`config.mk`:
```
export PLATFORM = sky130hd
export DESIGN_NAME = wgt_tile_streamer_flat
export DESIGN_NICKNAME = d
export VERILOG_FILES = /design/src/rtl/wgt_tile_streamer_if.sv /design/src/rtl/wgt_tile_streamer.sv /design/src/flat_wrapper.sv
export SDC_FILE = /design/constraint.sdc
export NUM_CORES = 1
export LEC_CHECK = 0
export BUFFER_PORTS_ARGS = -buffer_cell sky130_fd_sc_hd__buf_2
export CORE_UTILIZATION = 45
export DETAILED_ROUTE_END_ITERATION = 8
export PLACE_DENSITY = 0.76
export SETUP_SLACK_MARGIN = 0.4
export SYNTH_ARGS = -nofsm -noshare
export SYNTH_HDL_FRONTEND = slang
export SYNTH_SLANG_ARGS = --single-unit
```
`constraint.sdc`:
```
create_clock -name clk1 -period 4.3 [get_ports clk1]
set_clock_uncertainty 0.1 [all_clocks]
set_input_delay 0.86 -clock clk1 [delete_from_list [all_inputs] [get_ports clk1]]
set_output_delay 0.86 -clock clk1 [all_outputs]
set_load 0.03 [all_outputs]
```
`src/rtl/wgt_tile_streamer_if.sv`:
```
// Weight-memory read port: the streamer drives enable and beat address, and the
// memory returns one full beat of lanes one cycle after the enable.
interface wgt_tile_streamer_if #(
    parameter int WEIGHT_WIDTH = 13,
    parameter int TILING       = 8,
    parameter int ADDR_WIDTH   = 20
);
    logic                           mem_en;
    logic [ADDR_WIDTH-1:0]          mem_addr;
    logic [TILING*WEIGHT_WIDTH-1:0] mem_rdata;

    modport master (output mem_en, output mem_addr, input mem_rdata);
    modport slave  (input mem_en, input mem_addr, output mem_rdata);
endinterface

```
`src/rtl/wgt_tile_streamer.sv`:
```
// Weight feeder: streams TILING-lane beats from a synchronous weight memory to a
// single layer engine, running a block of beats for a configurable number of passes.
module wgt_tile_streamer #(
    parameter int WEIGHT_WIDTH = 13,
    parameter int TILING       = 8,
    parameter int ADDR_WIDTH   = 20,
    parameter int PASS_WIDTH   = 12,
    parameter int LANE_W       = $clog2(TILING) + 1
) (
    input  logic                           clk1,
    input  logic                           rst_n,
    input  logic                           start,
    input  logic [ADDR_WIDTH-1:0]          cfg_base,
    input  logic [ADDR_WIDTH-1:0]          cfg_beats,
    input  logic [LANE_W-1:0]              cfg_last_lanes,
    input  logic [PASS_WIDTH-1:0]          cfg_passes,
    input  logic                           wgt_read,
    wgt_tile_streamer_if.master            mem,
    output logic [TILING*WEIGHT_WIDTH-1:0] wgt_out,
    output logic                           wgt_valid,
    output logic                           pass_done,
    output logic                           done,
    output logic                           busy,
    output logic                           err
);
    localparam int DW = TILING * WEIGHT_WIDTH;

    typedef enum logic {IDLE, RUN} state_t;

    state_t                r_state;
    logic [ADDR_WIDTH-1:0] r_base;
    logic [ADDR_WIDTH-1:0] r_beats;
    logic [LANE_W-1:0]     r_last_lanes;
    logic [PASS_WIDTH-1:0] r_passes;
    logic [ADDR_WIDTH-1:0] r_beat_cnt;
    logic [PASS_WIDTH-1:0] r_pass_cnt;
    logic                  r_vld_p1;
    logic                  r_last_p1;
    logic                  r_done_p1;
    logic                  r_err;

    logic w_read_ok;
    logic w_last_beat;
    logic w_last_pass;
    logic w_cfg_ok;

    // Out-of-range lane counts mean "whole beat".
    function automatic logic [LANE_W-1:0] norm_lanes(input logic [LANE_W-1:0] l);
        if (l == '0 || int'(l) > TILING)
            return LANE_W'(TILING);
        return l;
    endfunction

    function automatic logic [DW-1:0] mask_lanes(input logic [DW-1:0] d,
                                                 input logic [LANE_W-1:0] n);
        logic [DW-1:0] m;
        m = d;
        for (int i = 0; i < TILING; i++)
            if (i >= int'(n))
                m[i*WEIGHT_WIDTH +: WEIGHT_WIDTH] = '0;
        return m;
    endfunction

    assign w_read_ok   = wgt_read && (r_state == RUN);
    assign w_last_beat = (r_beat_cnt == r_beats - ADDR_WIDTH'(1));
    assign w_last_pass = (r_pass_cnt == r_passes - PASS_WIDTH'(1));
    assign w_cfg_ok    = (cfg_beats != '0) && (cfg_passes != '0);

    assign mem.mem_en   = w_read_ok;
    assign mem.mem_addr = r_base + r_beat_cnt;

    // Stage p1: memory data lands alongside the registered valid/last flags.
    assign wgt_out   = !r_vld_p1  ? '0 :
                       r_last_p1  ? mask_lanes(mem.mem_rdata, r_last_lanes) :
                                    mem.mem_rdata;
    assign wgt_valid = r_vld_p1;
    assign pass_done = r_last_p1;
    assign done      = r_done_p1;
    assign busy      = (r_state == RUN);
    assign err       = r_err;

    always_ff @(posedge clk1 or negedge rst_n) begin
        if (!rst_n) begin
            r_state      <= IDLE;
            r_base       <= '0;
            r_beats      <= '0;
            r_last_lanes <= '0;
            r_passes     <= '0;
            r_beat_cnt   <= '0;
            r_pass_cnt   <= '0;
            r_vld_p1     <= 1'b0;
            r_last_p1    <= 1'b0;
            r_done_p1    <= 1'b0;
            r_err        <= 1'b0;
        end else begin
            r_vld_p1  <= w_read_ok;
            r_last_p1 <= w_read_ok && w_last_beat;
            // An empty job still answers with a done pulse so the consumer never stalls.
            r_done_p1 <= (w_read_ok && w_last_beat && w_last_pass) ||
                         ((r_state == IDLE) && start && !w_cfg_ok);

            if (r_state == IDLE && start)
                r_err <= 1'b0;
            else if (r_state == IDLE && wgt_read)
                r_err <= 1'b1;

            case (r_state)
                IDLE: begin
                    if (start && w_cfg_ok) begin
                        r_base       <= cfg_base;
                        r_beats      <= cfg_beats;
                        r_last_lanes <= norm_lanes(cfg_last_lanes);
                        r_passes     <= cfg_passes;
                        r_beat_cnt   <= '0;
                        r_pass_cnt   <= '0;
                        r_state      <= RUN;
                    end
                end
                RUN: begin
                    if (w_read_ok) begin
                        if (w_last_beat) begin
                            r_beat_cnt <= '0;
                            if (w_last_pass) begin
                                r_pass_cnt <= '0;
                                r_state    <= IDLE;
                            end else begin
                                r_pass_cnt <= r_pass_cnt + PASS_WIDTH'(1);
                            end
                        end else begin
                            r_beat_cnt <= r_beat_cnt + ADDR_WIDTH'(1);
                        end
                    end
                end
                default: r_state <= IDLE;
            endcase
        end
    end
endmodule

```
`src/flat_wrapper.sv`:
```
// flat-port wrapper written by rule: the top's interface ports become plain ports
module wgt_tile_streamer_flat 
#(
    parameter int WEIGHT_WIDTH = 13,
    parameter int TILING       = 8,
    parameter int ADDR_WIDTH   = 20,
    parameter int PASS_WIDTH   = 12,
    parameter int LANE_W       = $clog2(TILING) + 1
)
  (clk1, rst_n, start, cfg_base, cfg_beats, cfg_last_lanes, cfg_passes, wgt_read, wgt_out, wgt_valid, pass_done, done, busy, err, mem_mem_en, mem_mem_addr, mem_mem_rdata);
  wgt_tile_streamer_if #(.WEIGHT_WIDTH(WEIGHT_WIDTH), .TILING(TILING), .ADDR_WIDTH(ADDR_WIDTH)) mem_i ();
  input  logic clk1;
  input  logic rst_n;
  input  logic start;
  input  logic [ADDR_WIDTH-1:0] cfg_base;
  input  logic [ADDR_WIDTH-1:0] cfg_beats;
  input  logic [LANE_W-1:0] cfg_last_lanes;
  input  logic [PASS_WIDTH-1:0] cfg_passes;
  input  logic wgt_read;
  output logic [TILING*WEIGHT_WIDTH-1:0] wgt_out;
  output logic wgt_valid;
  output logic pass_done;
  output logic done;
  output logic busy;
  output logic err;
  output wire logic [$bits(mem_i.mem_en)-1:0] mem_mem_en;
  output wire logic [$bits(mem_i.mem_addr)-1:0] mem_mem_addr;
  input wire logic [$bits(mem_i.mem_rdata)-1:0] mem_mem_rdata;
  assign mem_mem_en = mem_i.mem_en;
  assign mem_mem_addr = mem_i.mem_addr;
  assign mem_i.mem_rdata = mem_mem_rdata;
  wgt_tile_streamer #(.WEIGHT_WIDTH(WEIGHT_WIDTH), .TILING(TILING), .ADDR_WIDTH(ADDR_WIDTH), .PASS_WIDTH(PASS_WIDTH), .LANE_W(LANE_W)) u_core (.clk1(clk1), .rst_n(rst_n), .start(start), .cfg_base(cfg_base), .cfg_beats(cfg_beats), .cfg_last_lanes(cfg_last_lanes), .cfg_passes(cfg_passes), .wgt_read(wgt_read), .mem(mem_i), .wgt_out(wgt_out), .wgt_valid(wgt_valid), .pass_done(pass_done), .done(done), .busy(busy), .err(err));
endmodule
```
Word-level counts from Yosys, hierarchy flattened. Cells that the tools add are included.

Register bits: 93. Output and inout port bits: 130. Word-level logic and storage cells: 80.

$add $sub $neg: 5. Order comparisons: 9. Equal/unequal tests: 5. Muxes and demuxes: 31. Bitwise gates (word level): 1. Reductions and logical operators: 18.

Operators with widths (count): 104-bit 2-to-1 mux (2); 13-bit 2-to-1 mux (8); 20-bit 2-to-1 mux (3); 12-bit 2-to-1 mux (4); 20-bit case mux with 2 select lines (1); 12-bit case mux with 2 select lines (1); 20-bit by 1-bit adder with 20-bit output (second input constant) (1); 20-bit adder (1); 20-bit == test (1); 20-bit nonzero test (1); 20-bit by 1-bit subtractor with 20-bit output (second input constant) (1); 3-bit by 4-bit >= comparator with 1-bit output (first input constant) (4); 12-bit by 1-bit adder with 12-bit output (second input constant) (1); 12-bit == test (1); 12-bit nonzero test (1); 12-bit by 1-bit subtractor with 12-bit output (second input constant) (1); 1-bit 2-to-1 mux (9); 1-bit by 4-bit >= comparator with 1-bit output (first input constant) (2); 2-bit by 4-bit >= comparator with 1-bit output (first input constant) (2); 1-bit logical AND (8); 4-bit 2-to-1 mux (2); 2-bit inequality test (second input constant) (3); 4-bit > comparator (second input constant) (1); 4-bit zero test (1); 7 further kinds (9).

Longest topological paths before layout. Gate-level depths: netlist (run 1).

Depth after elaboration: 6. Mapped depth: 11. Depth with buffers taken out: 11.

Worst setup path after synthesis (run 1). No wires, ideal clock.

Path type: reg-to-output. From: reg u_core.r_beat_cnt[0]. To: out mem_mem_addr[18]. Arrival: 2.625 ns. Required time: 3.340 ns. Slack: 0.715 ns. Cell stages (with the launch flop): 12. Path buffers: 0. Cells stage by stage: dfrtp_1 ha_1 inv_1 fa_1 nor2b_1 o31ai_1 a211oi_1 o2111ai_1 nand3b_1 a211o_1 a21oi_1 xnor2_1.

Word-level cells in the longest chain between the ends: 1.

Ends and longest elaborated chain: start, declared (RTL line wgt_tile_streamer.sv:35) `logic [ADDR_WIDTH-1:0] r_beat_cnt;`; start signal, assigned (RTL line wgt_tile_streamer.sv:130) `r_beat_cnt <= r_beat_cnt + ADDR_WIDTH'(1);`; 20-bit adder (RTL line wgt_tile_streamer.sv:70) `assign mem.mem_addr = r_base + r_beat_cnt;`; end, declared (RTL line flat_wrapper.sv:27) `output wire logic [$bits(mem_i.mem_addr)-1:0] mem_mem_addr;`.

No other way between the ends.

Final worst setup path (run 1). Ends and elaborated chain as after synthesis.

==> results.toml, run 1 <==
[status]
status = "finished clean"

[sta]
tns_ps = 0
fin_crit_ps = 3880
fmax_ghz = 0.258
hold_violations = 0
worst_pin_slew_ps = 1010
rsz0062_at_grt = "true"
final_max_slew_viol_count = 0
max_slew_margin = 0.320
period_share = 0.903
setup_viol = 0
holdWs_ps = 352

[synthesis]
synth_cell_type_count = 64
syn_inst = 859
post-synth-top-count-cell = "nand2_1"
synth_largest_area_cell = "dfrtp_1"
synthFlopType = "dfrtp_1"
syn-cell-area_um2 = 6890
synth_mux_area_frac = 0.00763
yosysTopAreaCellShare = 0.338
synth_xor_area_frac = 0.0674
synthTopCellsByArea = "dfrtp_1 34%, nand2_1 9.6%, and2_1 6.0%"
syn_avg_cell_area_um2 = 8.02
synth_compound_area_frac = 0.161
synthTopCellsByCount = "177 x nand2_1, 93 x dfrtp_1, 66 x and2_1"
synth_top_family_by_area = "simple AND/OR/NAND/NOR gates"
synth_fa_ha_area_frac = 0.0447
ys_async_sr_fraction = 1.00
yosys.area_share.simple = 0.341
yosysSeqAreaShare = 0.338
synth_enable_flop_cells = 0
synth_seq_cells = 93
synth_fp_nets = 1047
yosysWarningCount = 0

[power_and_ir_drop]
power.internal_w = 0.00229
peakVddDrop_uv = 281
p_leak_nw = 4.71
power_density_nw_per_um2 = 448
p_clk_frac = 0.200
combPwrFrac = 0.473
pwr-share-seq = 0.327
p_sw_w = 0.00177
netSwitchingFraction = 0.435

[finish]
fin_nets = 1338
fillers = 1362
multi_input_area_um2 = 4440
layout-drive-gt1-share = 0.328
ff_latch_area_um2 = 2330
insertedDiodeCount = 0
final_area_um2 = 9070
areaGrowthSynthToFinish_pct = 31.8

[detailed_routing]
vias = 7448
wl_um = 25100
drt-pass1-iter-count = 5
drc = 0
ant_nets = 0
initialDrtViolationCount = 477
viasPerCell = 5.57
wire_per_inst_um = 18.8

[placed_design]
placed_cell_area_um2 = 8550
hpwl_um = 19400
io_buffers = 293
routabilityCongestion = 0.914

[worst_setup_path]
regToRegEndpoint = "u_core.r_pass_cnt[7]"
path_buf_inv = 2
setup.worst_path.end_class = "output pin"
worstReg2RegStart = "u_core.r_beats[10]"
cp_slowest_stage_delay_ps = 410
crit_slowest_cell = "dfrtp_2"
crit_chain = "ha_2, inv_1, fa_2, nor2b_1, o31ai_2, a211oi_2, o2111ai_1, nand3b_1, a211o_1, a21oi_2, xnor2_1, buf_4"
crit_type = "flop to output pin"
cp_top_family = "compound AO/OA/AOI/OAI gates"
arrival_ps = 2920
crit_fanout = 3
critPathLaunchType = "flop"
reg2reg_depth = 7
worstPathRequired_ps = 3340
r2r_slack_ps = 680

[clock_tree]
cts_tree = "yes"
clock_latency_ps = 350
path_clk_slew_ps = 70
root_buffer = "clkbuf_16"
htree_levels = 3
clkSinkCount = 93
clk_path_buf_depth = 2
cts_hold_buf = 0
cts_inserted_buffers = 9

[global_routing]
grt_max_degree = 61
busiest_layer = "met2"
antenna_found_initial = 1
track_usage = 0.313
gr-usage-met3 = 0.0646
use_met2 = 0.501
grt_pass1_vias = 6859
grt_overflow_total = 0
grt_pass1_wl_um = 38400
gr-usage-met1 = 0.428

[min_path]
hold_path_class = "primary input to asynchronous set/reset pin"

[die]
die_y_um = 126
die_x_um = 126
initial_utilization = 0.467
dieArea_um2 = 15800
num_rows = 44
fp.coreArea_um2 = 14800
pin_count = 294

[flow_run]
drv_cap = 0
[worst register-to-register path, cell delays in order (launching register included)]
cell and delay [ps]:
dfrtp_1 460, or4_4 580, or3_1 510, o311a_1 440, a2111oi_4 400, a41oi_1 510, o21bai_1 360, o2bb2ai_2 140
[stage by stage]
stage / utilization / total power (W) / cells / setup WS, ps
CTS: 0.604 / 0.00397 / 1334 / 390
finish: 0.615 / 0.00406 / 1338 / 418
floorplan: - / 0.00255 / 859 / 715
global route: 0.615 / 0.00429 / 1338 / 250
detailed placement: 0.579 / 0.00311 / 1315 / 484
global placement: 0.579 / 0.00308 / 1315 / 494
[layout make-up]
type / instances / share of cell area
tap: 184 / 0.0254
clock inverter: 4 / 0.00524
sequential: 93 / 0.257
inverter: 37 / 0.0153
timing repair buffer: 314 / 0.180
clock buffer: 11 / 0.0279
multi-input combinational: 695 / 0.489
[state kept, by name, summed over array words and instances, names as in the netlist]
| signal | flops |
|---|---|
| u_core.r_beat_cnt | 20 |
| u_core.r_base | 20 |
| u_core.wgt_valid | 1 |
| u_core.r_passes | 12 |
| u_core.busy | 1 |
| u_core.r_beats | 20 |
| u_core.r_last_lanes | 4 |
| u_core.r_pass_cnt | 12 |
| u_core.pass_done | 1 |
| u_core.err | 1 |
| u_core.done | 1 |
[layout by cell type (no fill, tap or decap), drive strengths merged, types with 3 or more instances in the layout]
cell | Yosys | routed
a2111oi | 3 | 3
a211oi | 6 | 6
a21boi | 3 | 3
a21o | 7 | 7
a21oi | 35 | 35
a221o | 3 | 3
a31oi | 3 | 3
and2 | 66 | 66
and3 | 29 | 29
buf | 6 | 314
clkbuf | 28 | 11
clkinv | 1 | 3
dfrtp | 93 | 93
ha | 23 | 23
inv | 36 | 36
mux2i | 3 | 3
nand2 | 177 | 177
nand2b | 19 | 19
nand3 | 31 | 31
nand3b | 3 | 3
nand4 | 8 | 8
nor2 | 29 | 29
nor2b | 38 | 38
nor3 | 15 | 15
nor3b | 3 | 3
nor4 | 19 | 19
o2111ai | 3 | 3
o21a | 5 | 5
o21ai | 46 | 46
o21bai | 10 | 10
o2bb2ai | 10 | 10
o31ai | 3 | 3
or2 | 3 | 3
or3 | 9 | 9
or4 | 4 | 4
xnor2 | 33 | 33
xor2 | 20 | 20
[worst max path at each step]
stage / from / to / slack (ps) / depth (start not counted)
6_report: u_core.r_beat_cnt[0] / mem_mem_addr[18] / 420 / 12
5_1_grt: u_core.r_beat_cnt[0] / mem_mem_addr[18] / 250 / 12
4_1_cts: u_core.r_beat_cnt[0] / mem_mem_addr[18] / 390 / 12
3_5_place_dp: u_core.r_beat_cnt[0] / mem_mem_addr[18] / 480 / 12
3_3_place_gp: u_core.r_beat_cnt[0] / mem_mem_addr[18] / 490 / 12
2_1_floorplan: u_core.r_beat_cnt[0] / mem_mem_addr[18] / 720 / 11
[cells by family after synthesis]
kind of cell | Yosys count
compound gates | 154
buf+inv | 71
flops | 93
xor+xnor | 53
simple gates | 459
mux | 5
fa+ha+maj | 24
[power groups by stage]
stage	clock, W	sequential [W]	combinational (W)
floorplan	0	0.00125	0.00130
global placement	0	0.00132	0.00176
detailed placement	0	0.00133	0.00178
CTS	0.000824	0.00131	0.00183
global route	0.000858	0.00136	0.00208
finish	0.000814	0.00133	0.00192
[routing by layer]
| layer | part of all wire | vias up |
|---|---|---|
| met5 | 0.00036 | - |
| met4 | 0.022 | 2 |
| met3 | 0.077 | 35 |
| met2 | 0.47 | 304 |
| met1 | 0.43 | 3568 |
| li1 | - | 3539 |
[timing repair]
item                       CTS  global route
gates cloned                 0             0
setup endpoints to repair    6            31
buffers inserted             4             4
gates resized for setup     13            25
pin swaps                    4            11
(Power assumes the default switching activity.)
==> run 2: changes to the inputs <==
- CORE_UTILIZATION: 45 -> 49
- PLACE_DENSITY: 0.76 -> 0.82
==> results.toml, run 2 (synthesis gave the netlist of run 1 again) <==
[status]
status = "finished clean"

[global_routing]
track_usage = 0.350
antenna_found_initial = 0
grt_max_degree = 81
grt_pass1_wl_um = 38500
grt_pass1_vias = 7012
grt_overflow_total = 0

[power_and_ir_drop]
netSwitchingFraction = 0.428
power_density_nw_per_um2 = 467
power.internal_w = 0.00242
p_sw_w = 0.00181
combPwrFrac = 0.469
p_clk_frac = 0.214
pwr-share-seq = 0.317
peakVddDrop_uv = 227
p_leak_nw = 4.71

[placed_design]
io_buffers = 293
routabilityCongestion = 0.950
hpwl_um = 19800

[finish]
areaGrowthSynthToFinish_pct = 31.7
fin_nets = 1342
fillers = 1142
final_common_cell = "buf_2"
layout-drive-gt1-share = 0.324
largestRegisters = "u_core.r_base: 20 flops, u_core.r_beat_cnt: 20 flops, u_core.r_beats: 20 flops"
multi_input_area_um2 = 4380
final_cell_mix = "289 x buf_2, 177 x nand2_1, 89 x dfrtp_1"
ff_latch_area_um2 = 2330
insertedDiodeCount = 0

[clock_tree]
root_buffer = "clkbuf_16"
clock_latency_ps = 340
path_clk_slew_ps = 70
clkSinkCount = 93
cts_inserted_buffers = 9
cts_tree = "yes"
htree_levels = 3
clk_path_buf_depth = 2
cts_hold_buf = 0

[sta]
setup_viol = 0
max_slew_margin = 0.273
period_share = 0.899
tns_ps = 0
final_max_slew_viol_count = 0
hold_violations = 0
fmax_ghz = 0.259
rsz0062_at_grt = "true"
worst_pin_slew_ps = 1080
holdWs_ps = 380
fin_crit_ps = 3860

[die]
fp.coreArea_um2 = 13500
pin_count = 294
num_rows = 42
die_y_um = 121
die_x_um = 121
dieArea_um2 = 14500
initial_utilization = 0.512

[detailed_routing]
ant_nets = 0
wl_um = 25900
wire_per_inst_um = 19.4
drc = 0
route.met3.wl_um = 2850
vias = 7507
met1_length_um = 10600
viasPerCell = 5.63
route.met2.wl_um = 11600
initialDrtViolationCount = 622
top_layer = "met4"
drt-pass1-iter-count = 5

[flow_run]
drv_cap = 0

[worst_setup_path]
crit_fanout = 3
crit_chain = "ha_2, inv_2, fa_2, nor2b_2, o31ai_4, a211oi_2, o2111ai_1, nand3b_1, a211o_1, a21oi_2, xnor2_1, buf_4"
r2r_slack_ps = 610
cp_slowest_stage_delay_ps = 390
crit_type = "flop to output pin"
critPathLaunchType = "flop"
arrival_ps = 2900
worstPathRequired_ps = 3340
setup.worst_path.end_class = "output pin"
crit_slowest_cell = "dfrtp_1"

[min_path]
hold_path_class = "flop to flop"
[run 2: changes by cell type in the layout (fill, tap and decap cells not counted), moves of 3 or more]
cell / delta
ha_1: +3
a21oi_2: -3
buf_4: +3
a21oi_1: +3
[run 2: what timing repair did]
| action | CTS | global route |
|---|---|---|
| pin swaps | 5 | 11 |
| buffers inserted | 10 | 3 |
| gates cloned | 0 | 0 |
| gates resized for setup | 13 | 18 |
| setup endpoints to repair | 6 | 17 |
[run 2: power groups by stage]
| stage | combinational, W | sequential (W) | clock [W] |
|---|---|---|---|
| 2_1_floorplan | 0.00130 | 0.00125 | 0 |
| 3_3_place_gp | 0.00175 | 0.00133 | 0 |
| 3_5_place_dp | 0.00178 | 0.00134 | 0 |
| 4_1_cts | 0.00189 | 0.00132 | 0.000909 |
| 5_1_grt | 0.00214 | 0.00137 | 0.000944 |
| 6_report | 0.00199 | 0.00134 | 0.000905 |
[run 2: worst paths after layout]
kind	from	end	cells past startpoint
worst max-delay path	u_core.r_base[0]	mem_mem_addr[18]	12
worst min-delay path	u_core.r_base[16]	u_core.r_base[16]	2
worst max register to register	u_core.r_beats[10]	u_core.r_pass_cnt[7]	7
worst min register to register	u_core.r_base[16]	u_core.r_base[16]	2
max in group asynchronous	rst_n	u_core.r_base[14]	2
min in group asynchronous	rst_n	u_core.r_passes[7]	1
[run 2: layer usage]
metal  up-vias  global-route usage
met5         -                   0
met1      3537               0.458
met2       362               0.537
met4         0               0.114
li1       3544                   -
met3        64               0.126
[run 2: area by class of cell]
type | count | area share
inverter | 37 | 0.0153
sequential | 93 | 0.257
clock inverter | 4 | 0.0108
tap | 176 | 0.0243
timing repair buffer | 318 | 0.183
clock buffer | 11 | 0.0257
multi-input combinational | 695 | 0.483
[run 2: stage by stage]
step / util / total power, W / std cells / instance area (um2) / setup slack [ps]
after floorplan: - / 0.00255 / 859 / 6890 / 715
after global placement: 0.634 / 0.00308 / 1306 / 8530 / 506
after detailed placement: 0.634 / 0.00312 / 1306 / 8530 / 447
after CTS: 0.667 / 0.00413 / 1331 / 8980 / 419
after global routing: 0.674 / 0.00445 / 1334 / 9070 / 281
final: 0.674 / 0.00423 / 1334 / 9070 / 436
[run 2: critical path, delay by kind of cell, from the launching register on]
kind,cells,cell delay [ps]
AO/OA/AOI/OAI,5,1080
XOR/XNOR,1,130
adder cells (fa/ha/maj),2,450
buffers and inverters,2,250
flip-flops,1,390
AND/OR/NAND/NOR,2,260
